$ cat config.mk
export PLATFORM = sky130hd
export DESIGN_NAME = cnn_layer_sequencer_flat
export DESIGN_NICKNAME = d
export VERILOG_FILES = /design/src/rtl/cnn_layer_sequencer_pkg.sv /design/src/rtl/cnn_layer_sequencer_if.sv /design/src/rtl/cnn_layer_sequencer_watchdog.sv /design/src/rtl/cnn_layer_sequencer.sv /design/src/flat_wrapper.sv
export SDC_FILE = /design/constraint.sdc
export NUM_CORES = 1
export LEC_CHECK = 0
export BUFFER_PORTS_ARGS = -buffer_cell sky130_fd_sc_hd__buf_2
export CAP_MARGIN = 25
export CORE_MARGIN = 1.5
export CORE_UTILIZATION = 45
export DETAILED_ROUTE_END_ITERATION = 8
export HOLD_SLACK_MARGIN = 0.1
export SYNTH_ARGS = -nofsm -noshare
export SYNTH_HDL_FRONTEND = slang
export SYNTH_HIERARCHICAL = 1
export SYNTH_SLANG_ARGS = --single-unit
export TNS_END_PERCENT = 50
$ cat constraint.sdc
create_clock -name data_clk -period 5.1 [get_ports data_clk]
set_clock_uncertainty 0.15 [all_clocks]
set_input_delay 1.02 -clock data_clk [delete_from_list [all_inputs] [get_ports data_clk]]
set_output_delay 1.02 -clock data_clk [all_outputs]
set_load 0.005 [all_outputs]
$ cat src/rtl/cnn_layer_sequencer_pkg.sv
// Shared types for the CNN layer sequencer: engine op codes and FSM states.
package cnn_pkg;
  localparam int CNN_OP_W = 2;

  typedef enum logic [CNN_OP_W-1:0] {
    EXPAND    = 2'd0,
    DEPTHWISE = 2'd1,
    POOL      = 2'd2
  } cnn_op_e;

  typedef enum logic [2:0] {
    S_IDLE,
    S_ISSUE,
    S_WAIT,
    S_DONE,
    S_ERROR
  } seq_state_e;
endpackage

$ cat src/rtl/cnn_layer_sequencer_if.sv
// Row-command channel between the sequencer (master) and the compute engine (slave).
interface cnn_layer_sequencer_if import cnn_pkg::*; #(
  parameter int LAYER_W = 4,
  parameter int ROW_W   = 10
);
  logic                cmd_valid;
  logic                cmd_ready;
  logic [LAYER_W-1:0]  cmd_layer;
  logic [CNN_OP_W-1:0] cmd_op;
  logic [ROW_W-1:0]    cmd_row;
  logic                cmd_src_buf;
  logic                row_done;

  modport master (
    output cmd_valid, cmd_layer, cmd_op, cmd_row, cmd_src_buf,
    input  cmd_ready, row_done
  );

  modport slave (
    input  cmd_valid, cmd_layer, cmd_op, cmd_row, cmd_src_buf,
    output cmd_ready, row_done
  );
endinterface

$ cat src/rtl/cnn_layer_sequencer_watchdog.sv
// Per-row watchdog: counts while enabled, held at zero while cleared, flags expiry.
module cnn_watchdog #(
  parameter int TIMEOUT_CYCLES = 65535
) (
  input  logic clk,
  input  logic rst,
  input  logic clear,
  input  logic enable,
  output logic expired
);
  localparam int CNT_W = $clog2(TIMEOUT_CYCLES + 1);

  logic [CNT_W-1:0] cnt_q, cnt_d;

  assign expired = (cnt_q >= CNT_W'(TIMEOUT_CYCLES));

  always_comb begin
    cnt_d = cnt_q;
    if (clear)                 cnt_d = '0;
    else if (enable && !expired) cnt_d = cnt_q + 1'b1;
  end

  always_ff @(posedge clk or posedge rst) begin
    if (rst) cnt_q <= '0;
    else     cnt_q <= cnt_d;
  end
endmodule

$ cat src/rtl/cnn_layer_sequencer.sv
// Walks the conv/pool engine through every layer, one row command at a time,
// alternating ping-pong source buffers per layer and guarding each row with a watchdog.
module cnn_layer_sequencer import cnn_pkg::*; #(
  parameter int NUM_BLOCKS          = 5,
  parameter int MAX_IMAGE_SIZE_LOG2 = 9,
  parameter int TIMEOUT_CYCLES      = 65535,
  parameter int LAYER_W             = $clog2(2*NUM_BLOCKS+1)
) (
  input  logic                         data_clk,
  input  logic                         rst,
  input  logic                         size_detection_done,
  input  logic [MAX_IMAGE_SIZE_LOG2:0] image_size,
  cnn_layer_sequencer_if.master        cmd,
  output logic                         busy,
  output logic                         seq_done,
  output logic                         error
);
  localparam int ROW_W = MAX_IMAGE_SIZE_LOG2 + 1;
  localparam int SUM_W = ROW_W + 1;
  localparam logic [LAYER_W-1:0] POOL_LAYER = LAYER_W'(2*NUM_BLOCKS);
  localparam logic [ROW_W-1:0]   MAX_SIZE   = ROW_W'(1 << MAX_IMAGE_SIZE_LOG2);

  seq_state_e         state_q, state_d;
  logic               sd_q, sd_d;
  logic [ROW_W-1:0]   sz_q, sz_d;
  logic [LAYER_W-1:0] layer_q, layer_d;
  logic [ROW_W-1:0]   row_q, row_d;
  logic               buf_q, buf_d;
  logic [SUM_W-1:0]   row_nxt;
  logic               wd_expired;

  cnn_watchdog #(.TIMEOUT_CYCLES(TIMEOUT_CYCLES)) u_wd (
    .clk     (data_clk),
    .rst     (rst),
    .clear   (state_q != S_WAIT),
    .enable  (state_q == S_WAIT),
    .expired (wd_expired)
  );

  always_comb begin
    state_d = state_q;
    sd_d    = size_detection_done;
    sz_d    = sz_q;
    layer_d = layer_q;
    row_d   = row_q;
    buf_d   = buf_q;
    // One bit wider than the row so the pool stride past the last row cannot wrap.
    row_nxt = {1'b0, row_q} + ((layer_q == POOL_LAYER) ? SUM_W'(2) : SUM_W'(1));
    unique case (state_q)
      S_IDLE: if (size_detection_done && !sd_q) begin
        sz_d = image_size;
        if (image_size == '0 || image_size > MAX_SIZE) begin
          state_d = S_ERROR;
        end else begin
          layer_d = '0;
          row_d   = '0;
          buf_d   = 1'b0;
          state_d = S_ISSUE;
        end
      end
      S_ISSUE: if (cmd.cmd_ready) state_d = S_WAIT;
      S_WAIT: begin
        if (cmd.row_done) begin
          if (row_nxt < {1'b0, sz_q}) begin
            row_d   = row_nxt[ROW_W-1:0];
            state_d = S_ISSUE;
          end else if (layer_q == POOL_LAYER) begin
            row_d   = '0;
            layer_d = '0;
            buf_d   = 1'b0;
            state_d = S_DONE;
          end else begin
            row_d   = '0;
            layer_d = layer_q + 1'b1;
            buf_d   = ~buf_q;
            state_d = S_ISSUE;
          end
        end else if (wd_expired) begin
          state_d = S_ERROR;
        end
      end
      S_DONE:  state_d = S_IDLE;
      S_ERROR: state_d = S_ERROR;
      default: state_d = S_IDLE;
    endcase
  end

  always_ff @(posedge data_clk or posedge rst) begin
    if (rst) begin
      state_q <= S_IDLE;
      sd_q    <= 1'b0;
      sz_q    <= '0;
      layer_q <= '0;
      row_q   <= '0;
      buf_q   <= 1'b0;
    end else begin
      state_q <= state_d;
      sd_q    <= sd_d;
      sz_q    <= sz_d;
      layer_q <= layer_d;
      row_q   <= row_d;
      buf_q   <= buf_d;
    end
  end

  assign cmd.cmd_valid   = (state_q == S_ISSUE);
  assign cmd.cmd_layer   = layer_q;
  assign cmd.cmd_row     = row_q;
  assign cmd.cmd_src_buf = buf_q;
  assign cmd.cmd_op      = (layer_q == POOL_LAYER) ? POOL : (layer_q[0] ? DEPTHWISE : EXPAND);
  assign busy            = (state_q == S_ISSUE) || (state_q == S_WAIT) || (state_q == S_DONE);
  assign seq_done        = (state_q == S_DONE);
  assign error           = (state_q == S_ERROR);
endmodule

$ cat src/flat_wrapper.sv
// flat-port wrapper written by rule: the top's interface ports become plain ports
module cnn_layer_sequencer_flat import cnn_pkg::*;
#(
  parameter int NUM_BLOCKS          = 5,
  parameter int MAX_IMAGE_SIZE_LOG2 = 9,
  parameter int TIMEOUT_CYCLES      = 65535,
  parameter int LAYER_W             = $clog2(2*NUM_BLOCKS+1)
)
  (data_clk, rst, size_detection_done, image_size, busy, seq_done, error, cmd_cmd_valid, cmd_cmd_layer, cmd_cmd_op, cmd_cmd_row, cmd_cmd_src_buf, cmd_cmd_ready, cmd_row_done);
  cnn_layer_sequencer_if #(.LAYER_W(LAYER_W), .ROW_W(((9) + 1))) cmd_i ();
  input  logic data_clk;
  input  logic rst;
  input  logic size_detection_done;
  input  logic [MAX_IMAGE_SIZE_LOG2:0] image_size;
  output logic busy;
  output logic seq_done;
  output logic error;
  output wire logic [$bits(cmd_i.cmd_valid)-1:0] cmd_cmd_valid;
  output wire logic [$bits(cmd_i.cmd_layer)-1:0] cmd_cmd_layer;
  output wire logic [$bits(cmd_i.cmd_op)-1:0] cmd_cmd_op;
  output wire logic [$bits(cmd_i.cmd_row)-1:0] cmd_cmd_row;
  output wire logic [$bits(cmd_i.cmd_src_buf)-1:0] cmd_cmd_src_buf;
  input wire logic [$bits(cmd_i.cmd_ready)-1:0] cmd_cmd_ready;
  input wire logic [$bits(cmd_i.row_done)-1:0] cmd_row_done;
  assign cmd_cmd_valid = cmd_i.cmd_valid;
  assign cmd_cmd_layer = cmd_i.cmd_layer;
  assign cmd_cmd_op = cmd_i.cmd_op;
  assign cmd_cmd_row = cmd_i.cmd_row;
  assign cmd_cmd_src_buf = cmd_i.cmd_src_buf;
  assign cmd_i.cmd_ready = cmd_cmd_ready;
  assign cmd_i.row_done = cmd_row_done;
  cnn_layer_sequencer #(.NUM_BLOCKS(NUM_BLOCKS), .MAX_IMAGE_SIZE_LOG2(MAX_IMAGE_SIZE_LOG2), .TIMEOUT_CYCLES(TIMEOUT_CYCLES), .LAYER_W(LAYER_W)) u_core (.data_clk(data_clk), .rst(rst), .size_detection_done(size_detection_done), .image_size(image_size), .cmd(cmd_i), .busy(busy), .seq_done(seq_done), .error(error));
endmodule
==> results.yml, run 1 <==
cells_and_area:
  fill_cells: 610
  drive_gt1_frac: 0.186
  diodes: 0
  final_core_util: 0.515
  nNetsFinal: 368
  area_growth_pct: 11.7
power_and_ir_drop:
  p_seq_frac: 0.406
  p_int_uw: 754
  vdd.ir_drop.worst_uv: 227
  switching_power_uw: 458
  p_sw_frac: 0.378
  p_comb_frac: 0.366
  totalPowerFinal_uw: 1210
  p_leak_uw: 0.00145
  power_frac_clock: 0.229
  power_density_mw_per_mm2: 372
global_routing:
  grtUsageTotal: 0.203
  grt_pass1_wl_um: 11600
  grt_max_degree: 30
  antenna_found_initial: 0
  gr-total-overflow: 0
  first_global_vias: 2324
job:
  cap_viol_max_count: 0
setup_path:
  rrSetupSlack_ps: 1080
  cp.arrival_ps: 4090
  cp_max_fo: 11
  reg2reg_to: "u_core/cmd.cmd_row[8]"
  end_kind: "flop"
  ff2ff_path_depth: 14
  cp-start-kind: "flop"
  worstPathRequired_ps: 5170
  crit_type: "reg -> reg"
  r2r-start: "u_core/cmd.cmd_layer[0]"
synth:
  synth_top_area_frac: 0.387
  ys_warn_count: 6
  syn_nets: 336
  ys_seq_elements: 45
  yosysUniqueCellTypes: 61
  synth-edff-count: 0
  postSynthAreaPerCell_um2: 9.52
  syn-instance-count: 306
  synth_top_area_cell: "dfrtp_1"
  yosysSeqAreaShare: 0.387
  synthArstFlopShare: 1.00
  syn-cell-area_mm2: 0.00291
  synth_ff_type: "dfrtp_1"
  yosys-top-cells-area: "dfrtp_1, ha_1, a21oi_1, nand2_1, inv_1"
routing:
  first_iter_violations: 151
  wl_per_cell_um: 15.9
  routed_via_density: 5.92
  vias: 2462
  dr.pass1.iters: 4
  routed_wl_um: 6600
  ant_nets: 0
  drc: 0
sta:
  setup_tns_ps: 0
  worst_pin_slew_ps: 918
  fin_crit_ps: 4020
  finalSetupViolations: 0
  period_share: 0.788
  drv_slew: 0
  hold_violations: 0
  rsz0062_at_grt: "no"
  slew_headroom: 0.382
  fmax_mhz: 249
min_path:
  hold_path_class: "reg -> reg"
  worstHoldPathCells: 2
  holdPathEnd: "u_core/sz_q[9]"
  hp-start: "u_core/sz_q[9]"
die:
  start_util: 0.461
  io_pins: 36
  core_mm2: 0.00631
  rows: 29
  die_h_um: 83.5
  die_w_um: 83.5
  dieArea_mm2: 0.00696
place:
  portBuffers: 35
  gp_congestion: 0.824
  post-dp-hpwl_um: 4850
cts:
  worstSkewPairLatency_ps: 290
  cts_buffers: 5
  cts_tree: "built"
  clk_path_buf_depth: 2
  postCtsHoldBufs: 0
  cts_setup_buffers: 0
  path_clk_slew_ps: 90
  clock-root-buffer: "clkbuf_8"
  h-tree-depth: 2
  cts_sinks: 45
  cts_resized: 0
outcome:
  status: "completed"
## critical path: stages, from the launching register on
cell and delay, ps:
dfrtp_1 430, inv_1 110, ha_1 170, nand3b_1 180, ha_1 290, fa_1 420, and4_1 210, nand2_1 110
xnor2_1 150, ha_1 270, and2_1 190, a221o_1 320, a41o_1 380, a21oi_4 360, a221o_1 210
## layer usage
layer | share of wire | vias to the layer above | routed length, um | GRT usage
met5 | 0 | - | 0 | 0
met2 | 0.41 | 50 | 2730 | 0.280
met3 | 0.043 | 4 | 281 | 0.0356
li1 | - | 1228 | - | -
met4 | 0.010 | 0 | 66 | 0.0551
met1 | 0.53 | 1180 | 3520 | 0.324
## through the flow
| stage | cell area (um2) | instances | worst slack, ps | hold WS [ps] |
|---|---|---|---|---|
| final | 3250 | 416 | 1080 | 378 |
| after global routing | 3250 | 416 | 883 | 420 |
| after CTS | 3250 | 416 | 1120 | 383 |
| after detailed placement | 3140 | 408 | 1170 | 364 |
| after global placement | 3130 | 407 | 1320 | 351 |
| after floorplan | 2910 | 306 | 1500 | 323 |
## cells in the mapped netlist (4+ instances only)
| cell | count |
|---|---|
| nand3_1 | 13 |
| or4_1 | 6 |
| nand2b_1 | 4 |
| nor2b_1 | 5 |
| nand4_1 | 8 |
| and4_1 | 5 |
| and3_1 | 4 |
| o31ai_1 | 7 |
| clkbuf_1 | 4 |
| or3_1 | 6 |
| a21oi_1 | 20 |
| a211oi_1 | 7 |
| nor3_1 | 6 |
| o21ai_0 | 11 |
| buf_2 | 4 |
| dfrtp_1 | 45 |
| nor2_1 | 14 |
| xnor2_1 | 8 |
| a22o_1 | 6 |
| inv_1 | 20 |
| a221o_1 | 5 |
| o41ai_1 | 4 |
| nand2_1 | 25 |
| ha_1 | 14 |
| nor4_1 | 4 |
## final cells by class
cell class                 instances  area [um2]  share of cell area
timing repair buffer              37         194              0.0596
inverter                          21        78.8              0.0242
clock inverter                     1        30.0             0.00923
sequential                        45        1130               0.346
clock buffer                       7        86.3              0.0265
multi-input combinational        228        1640               0.505
tap                               77        96.3              0.0296
## placed cells by master, fill, tap and decap left out, types with 2 or more instances in the layout
master and instances:
dfrtp_1 45, buf_2 35, nand2_1 25, a21oi_1 20, inv_1 20, nor2_1 14, ha_1 14, nand3_1 13
o21ai_0 11, xnor2_1 8, nand4_1 8, a211oi_1 7, o31ai_1 7, clkbuf_8 6, nor3_1 6, or3_1 6
a22o_1 6, or4_1 6, nor2b_1 5, a221o_1 5, and4_1 5, nand2b_1 4, and3_1 4, o41ai_1 4
nor4_1 4, and2_1 3, a41oi_1 3, o21ai_1 3, mux2_2 3, a21o_1 2, nand4_2 2, a22oi_1 2
o2111ai_1 2, o211ai_1 2, xor2_1 2
## registers in the layout, indices dropped and copies added, names as in the netlist
name,flops
u_core/cmd.cmd_row,10
u_core/cmd.cmd_src_buf,1
u_core/state_q,3
u_core/sz_q,10
u_core/cmd.cmd_layer,4
u_core/sd_q,1
u_core/u_wd/cnt_q,16
## how the worst max path moves through the flow
stage                                       start                      end  slack [ps]  depth (start not counted)
after floorplan           u_core/cmd.cmd_layer[0]  u_core/cmd.cmd_layer[2]        1500                         15
after global placement    u_core/cmd.cmd_layer[0]    u_core/cmd.cmd_row[6]        1320                         14
after detailed placement  u_core/cmd.cmd_layer[0]    u_core/cmd.cmd_row[8]        1170                         14
after CTS                 u_core/cmd.cmd_layer[0]    u_core/cmd.cmd_row[8]        1120                         14
after global routing      u_core/cmd.cmd_layer[0]    u_core/cmd.cmd_row[6]         880                         14
final                     u_core/cmd.cmd_layer[0]    u_core/cmd.cmd_row[8]        1080                         14
## power groups by stage
| stage | clock, uW | combinational [uW] | sequential [uW] |
|---|---|---|---|
| after floorplan | 0 | 345 | 471 |
| after CTS | 288 | 445 | 492 |
| after detailed placement | 0 | 440 | 499 |
| after global placement | 0 | 432 | 497 |
| final | 277 | 443 | 491 |
| after global routing | 306 | 503 | 504 |
## kinds of logic after synthesis
| kind of cell | Yosys count | synth area share |
|---|---|---|
| and+or+nand+nor | 114 | 0.232 |
| AOI/OAI and AO/OA | 85 | 0.220 |
| DFF | 45 | 0.387 |
| buffers and inverters | 33 | 0.0494 |
| adders and majority gates | 15 | 0.0670 |
| xor gates and xnor gates | 10 | 0.0301 |
| muxes | 4 | 0.0150 |
Note: power is estimated with default switching activity, not from simulation.
==> inputs of run 2 (changes only) <==
- ABC_AREA: default -> 1
- PLACE_DENSITY: default -> 0.67
- clock period: 5.1 -> 3.5 ns (I/O delays scaled with it)
==> run 2 against run 1 <==
Hold slack got worse by 54 ps. Cell count increased by 24%. Synthesized cell count grew 30%. Largest power group unchanged. Via count increased by 5.8%. Sequential share of layout area fell by 0.69 points. Critical path type unchanged. Largest cell class unchanged. Sequential cell count did not move. Non-clock buffer count increased by 3. Total power grew 39%.
==> results.yml, run 2 <==
die:
  die_h_um: 83.0
  start_util: 0.476
  dieArea_mm2: 0.00690
  rows: 28
  core_mm2: 0.00606
  die_w_um: 83.0
  io_pins: 36
routing:
  routed_via_density: 5.05
  wl_per_cell_um: 12.4
  first_iter_violations: 85
  dr.pass1.iters: 4
  vias: 2605
  drc: 0
  ant_nets: 0
  routed_wl_um: 6380
cts:
  worstSkewPairLatency_ps: 300
  cts_sinks: 45
  cts_buffers: 5
  clock-root-buffer: "clkbuf_8"
  path_clk_slew_ps: 80
  clk_path_buf_depth: 2
  postCtsHoldBufs: 0
  cts_tree: "built"
  h-tree-depth: 2
min_path:
  hold_path_class: "in -> async"
global_routing:
  grt_max_degree: 30
  antenna_found_initial: 0
  grtUsageTotal: 0.189
  grt_pass1_wl_um: 11000
  gr-total-overflow: 0
  first_global_vias: 2452
place:
  gp_congestion: 0.828
  post-dp-hpwl_um: 4800
  portBuffers: 35
  placed_area_mm2: 0.00313
synth:
  yosysSeqAreaShare: 0.391
  synthArstFlopShare: 1.00
  synth_top_area_cell: "dfrtp_1"
  ys_seq_elements: 45
  syn_nets: 428
  syn-cell-area_mm2: 0.00288
  postSynthAreaPerCell_um2: 7.24
  syn-instance-count: 398
  yosysUniqueCellTypes: 34
  synth_ff_type: "dfrtp_1"
  synth-edff-count: 0
  synthTopCellsByCount: "nand2_1, inv_1, dfrtp_1"
  ys_warn_count: 6
  synth_top_area_frac: 0.391
  yosys-top-cells-area: "dfrtp_1, nand2_1, inv_1, ha_1, nor2_1"
  synth.most_common_cell: "nand2_1"
sta:
  setup_tns_ps: 0
  drv_slew: 0
  hold_violations: 0
  fin_crit_ps: 3300
  finalSetupViolations: 0
  period_share: 0.942
  slew_headroom: 0.450
  worst_pin_slew_ps: 823
  fmax_mhz: 303
job:
  cap_viol_max_count: 0
cells_and_area:
  nNetsFinal: 470
  fill_cells: 588
  drive_gt1_frac: 0.170
  largest_reg_flops: 16
  diodes: 0
  final_common_cell: "nand2_1"
  largest_register: "u_core/u_wd/cnt_q"
  mostFrequentLayoutCells: "nand2_1, inv_1, dfrtp_1, nor2_1, buf_2"
  area_growth_pct: 15.2
  final_design_area_no_fill_mm2: 0.00332
power_and_ir_drop:
  p_leak_uw: 0.00178
  power_density_mw_per_mm2: 508
  vdd.ir_drop.worst_uv: 335
setup_path:
  cp-start-kind: "flop"
  rrSetupSlack_ps: 200
  ff2ff_path_depth: 20
  cp.arrival_ps: 3370
  cp_max_fo: 6
  crit_type: "reg -> reg"
  end_kind: "flop"
  worstPathRequired_ps: 3580
outcome:
  status: "completed"
==> run 2: report_power, final <==
part	total (uW)	switching [uW]	internal (uW)
clock	408	175	233
sequential	667	58.0	609
combinational	613	400	213
total	1690	632	1050
==> run 2: layer usage <==
layer | global-route usage | part of all wire | vias to the layer above
li1 | - | - | 1341
met1 | 0.241 | 0.45 | 1211
met2 | 0.340 | 0.50 | 44
met3 | 0.0328 | 0.034 | 9
met4 | 0.0333 | 0.013 | 0
met5 | 0 | 0 | -
==> run 2: layout make-up <==
cell class / count / area (um2) / share of cell area
clock buffers: 7 / 86.3 / 0.0260
clock inverters: 1 / 30.0 / 0.00904
inverters: 64 / 243 / 0.0731
multi-input cells: 284 / 1530 / 0.460
flip-flops and latches: 45 / 1130 / 0.339
well taps: 75 / 93.8 / 0.0283
repair buffers: 40 / 213 / 0.0641
==> run 2: metrics by stage <==
step	hold WS (ps)	power, uW	worst slack, ps	utilization	std cells
global placement	328	1240	182	0.517	506
CTS	344	1670	75.2	0.538	514
global route	366	1820	-0.999	0.548	516
detailed placement	332	1250	-1.87	0.517	506
floorplan	309	1100	39.3	-	398
finish	324	1690	203	0.548	516
==> run 2: repair_timing <==
item,CTS,global route
cloned,0,1
endpoints found under the setup margin,2,16
resized for setup,2,11
buffers inserted,0,1
endpoints found under the hold margin,0,0
pin swaps,0,4
==> run 2: logic make-up after synthesis <==
family                     count (synthesis)  synth area share
and+or+nand+nor                          220             0.336
AOI/OAI and AO/OA                         37            0.0699
DFF                                       45             0.391
adders and majority gates                 15            0.0677
buffers and inverters                     70             0.102
muxes                                      1           0.00391
xor gates and xnor gates                  10            0.0304
==> run 2: worst max-delay path: stages (launching register included) <==
cell and delay (ps):
dfrtp_1 380, inv_1 80, ha_1 140, nand2_1 60, nor2_2 140, inv_2 60
ha_2 190, fa_2 360, nand2_1 90, nor2_2 60, nand4_1 90, xor2_1 190
inv_1 70, ha_1 290, a21oi_1 130, o21ai_1 100, nor2_4 230, nand3_4 150
nand2_4 130, nand2_1 80, nand2_1 80
==> run 2: path summary, 6_finish.rpt <==
kind,end,startpoint
min reg2reg,u_core/sz_q[7],u_core/sz_q[7]
max,u_core/cmd.cmd_layer[3],u_core/cmd.cmd_layer[0]
max in group asynchronous,u_core/u_wd/cnt_q[6],rst
min,u_core/u_wd/cnt_q[2],rst
max reg2reg,u_core/cmd.cmd_layer[3],u_core/cmd.cmd_layer[0]
min in group data_clk,u_core/sz_q[7],u_core/sz_q[7]
==> inputs of run 3 (changes only) <==
- clock period: 3.5 -> 3 ns (I/O delays scaled with it)
==> run 3 against run 2 <==
The run now ends with setup timing left. Utilization grew 3.8 points. Combinational power up 31%. Die area unchanged. Sequential share of layout area is 2.2 points lower. Fmax grew 5.2%. Sequential power is 17% higher. Global-route usage rose by 2.2 points. Worst setup slack worse by 340 ps. Hold slack lost 110 ps. Via count rose by 1.8%. Highest routed layer unchanged.
==> results.yml, run 3 (synthesized netlist as in run 2, its figures left out) <==
cells_and_area:
  final_core_util: 0.586
  largest_reg_flops: 16
  diodes: 0
  drive_gt1_frac: 0.237
  final_common_cell: "nand2_1"
  final_design_area_no_fill_mm2: 0.00355
  nNetsFinal: 488
  area_growth_pct: 23.2
  fin_cells: 534
  mostFrequentLayoutCells: "nand2_1, inv_1, dfrtp_1, nor2_1, buf_2"
  largest_register: "u_core/u_wd/cnt_q"
sta:
  fin_crit_ps: 3130
  finalSetupViolations: 16
  slew_headroom: 0.584
  drv_slew: 0
  fmax_mhz: 319
  hold_violations: 0
  worst_pin_slew_ps: 624
  rsz0062_at_grt: "yes"
  period_share: 1.04
  finalWorstSetupSlack_ps: -135
cts:
  worstSkewPairLatency_ps: 310
  clk_path_buf_depth: 2
  cts_buffers: 5
  clock-root-buffer: "clkbuf_8"
  cts_tree: "built"
  h-tree-depth: 2
  cts_sinks: 45
  path_clk_slew_ps: 100
power_and_ir_drop:
  vdd.ir_drop.worst_uv: 375
  p_int_uw: 1210
  p_leak_uw: 0.00191
  p_sw_frac: 0.396
  power_frac_clock: 0.213
  power_density_mw_per_mm2: 565
  switching_power_uw: 795
  p_seq_frac: 0.388
  p_comb_frac: 0.399
  totalPowerFinal_uw: 2010
setup_path:
  timing.critical_path.mode_cell: "nand2_1"
  end_kind: "flop"
  ff2ff_path_depth: 19
  cp.arrival_ps: 3230
  cp_num_buf_inv: 3
  cp_max_fo: 6
  r2r-start: "u_core/cmd.cmd_layer[0]"
  max_stage_delay_ps: 390
  reg2reg_to: "u_core/cmd.cmd_layer[3]"
  worstPathRequired_ps: 3090
  critPathTopFamily: "adder cells"
  path_cells: "inv_2 > ha_4 > nand2_4 > nor2_4 > inv_2 > ha_4 > fa_2 > buf_4 > xor2_2 > ha_1 > a21oi_1 > nand2_1 > nand2_1 > nand2_1 > nand2_4 > nand3_4 > nand2_2 > nand2_1 > nand2_1"
  rrSetupSlack_ps: -130
  crit_type: "reg -> reg"
  cp-start-kind: "flop"
  crit_slowest_cell: "dfrtp_1"
routing:
  drc: 0
  met1_length_um: 3250
  vias: 2651
  wl_per_cell_um: 12.6
  route.met2.wl_um: 3010
  met3WireLength_um: 287
  ant_nets: 0
  routed_via_density: 4.96
  first_iter_violations: 196
  top_layer_used: "met4"
  routed_wl_um: 6730
  dr.pass1.iters: 6
die:
  io_pins: 36
  start_util: 0.476
  core_mm2: 0.00606
  die_w_um: 83.0
  rows: 28
  die_h_um: 83.0
  dieArea_mm2: 0.00690
global_routing:
  gr-total-overflow: 0
  grt_max_degree: 30
  first_global_vias: 2581
  antenna_found_initial: 0
  grtUsageTotal: 0.211
  grt_pass1_wl_um: 12000
job:
  cap_viol_max_count: 0
place:
  placed_area_mm2: 0.00327
  gp_congestion: 0.855
  post-dp-hpwl_um: 4870
  place_inst: 520
  pre_cts_ws_ps: -295
  portBuffers: 35
min_path:
  hold_path_class: "in -> async"
outcome:
  status: "finished with violations"
  violations: "setup timing"
==> run 3: routing by layer <==
metal,GRT usage,up-vias
li1,-,1374
met1,0.291,1209
met2,0.327,52
met3,0.0408,16
met4,0.0803,0
met5,0,-
==> run 3: final cells by class <==
class	count	area (um2)
clock buffers	7	96.3
well taps	75	93.8
fillers	573	2510
flip-flops and latches	45	1130
clock inverters	1	5.00
repair buffers	58	352
inverters	64	243
multi-input cells	284	1640
==> run 3: power by group through the flow <==
stage	clock network (uW)	registers [uW]	logic, uW
final	427	779	800
after detailed placement	0	790	719
after floorplan	0	783	507
after CTS	437	779	791
after global placement	0	784	699
after global routing	475	791	912
==> run 3: how the worst max path moves through the flow <==
stage                            start                      end  cells after the start
3_3_place_gp   u_core/cmd.cmd_layer[0]    u_core/cmd.cmd_row[8]                     17
5_1_grt        u_core/cmd.cmd_layer[0]  u_core/cmd.cmd_layer[3]                     19
6_report       u_core/cmd.cmd_layer[0]  u_core/cmd.cmd_layer[3]                     19
3_5_place_dp   u_core/cmd.cmd_layer[0]    u_core/cmd.cmd_row[5]                     18
2_1_floorplan  u_core/cmd.cmd_layer[0]    u_core/cmd.cmd_row[0]                     18
4_1_cts        u_core/cmd.cmd_layer[0]        u_core/state_q[1]                     22
==> run 3: timing repair <==
| action | in CTS | in global routing |
|---|---|---|
| setup endpoints to repair | 16 | 16 |
| pin swaps | 4 | 2 |
| hold buffers | 0 | 0 |
| setup buffers | 4 | 1 |
| resized for setup | 16 | 9 |
| cloned | 1 | 0 |
==> run 3: stage by stage <==
| step | hold WS, ps | setup TNS, ps |
|---|---|---|
| after global placement | 329 | -2040 |
| after detailed placement | 342 | -4130 |
| final | 215 | -1250 |
| after CTS | 236 | -1300 |
| after floorplan | 309 | -2160 |
| after global routing | 242 | -4200 |
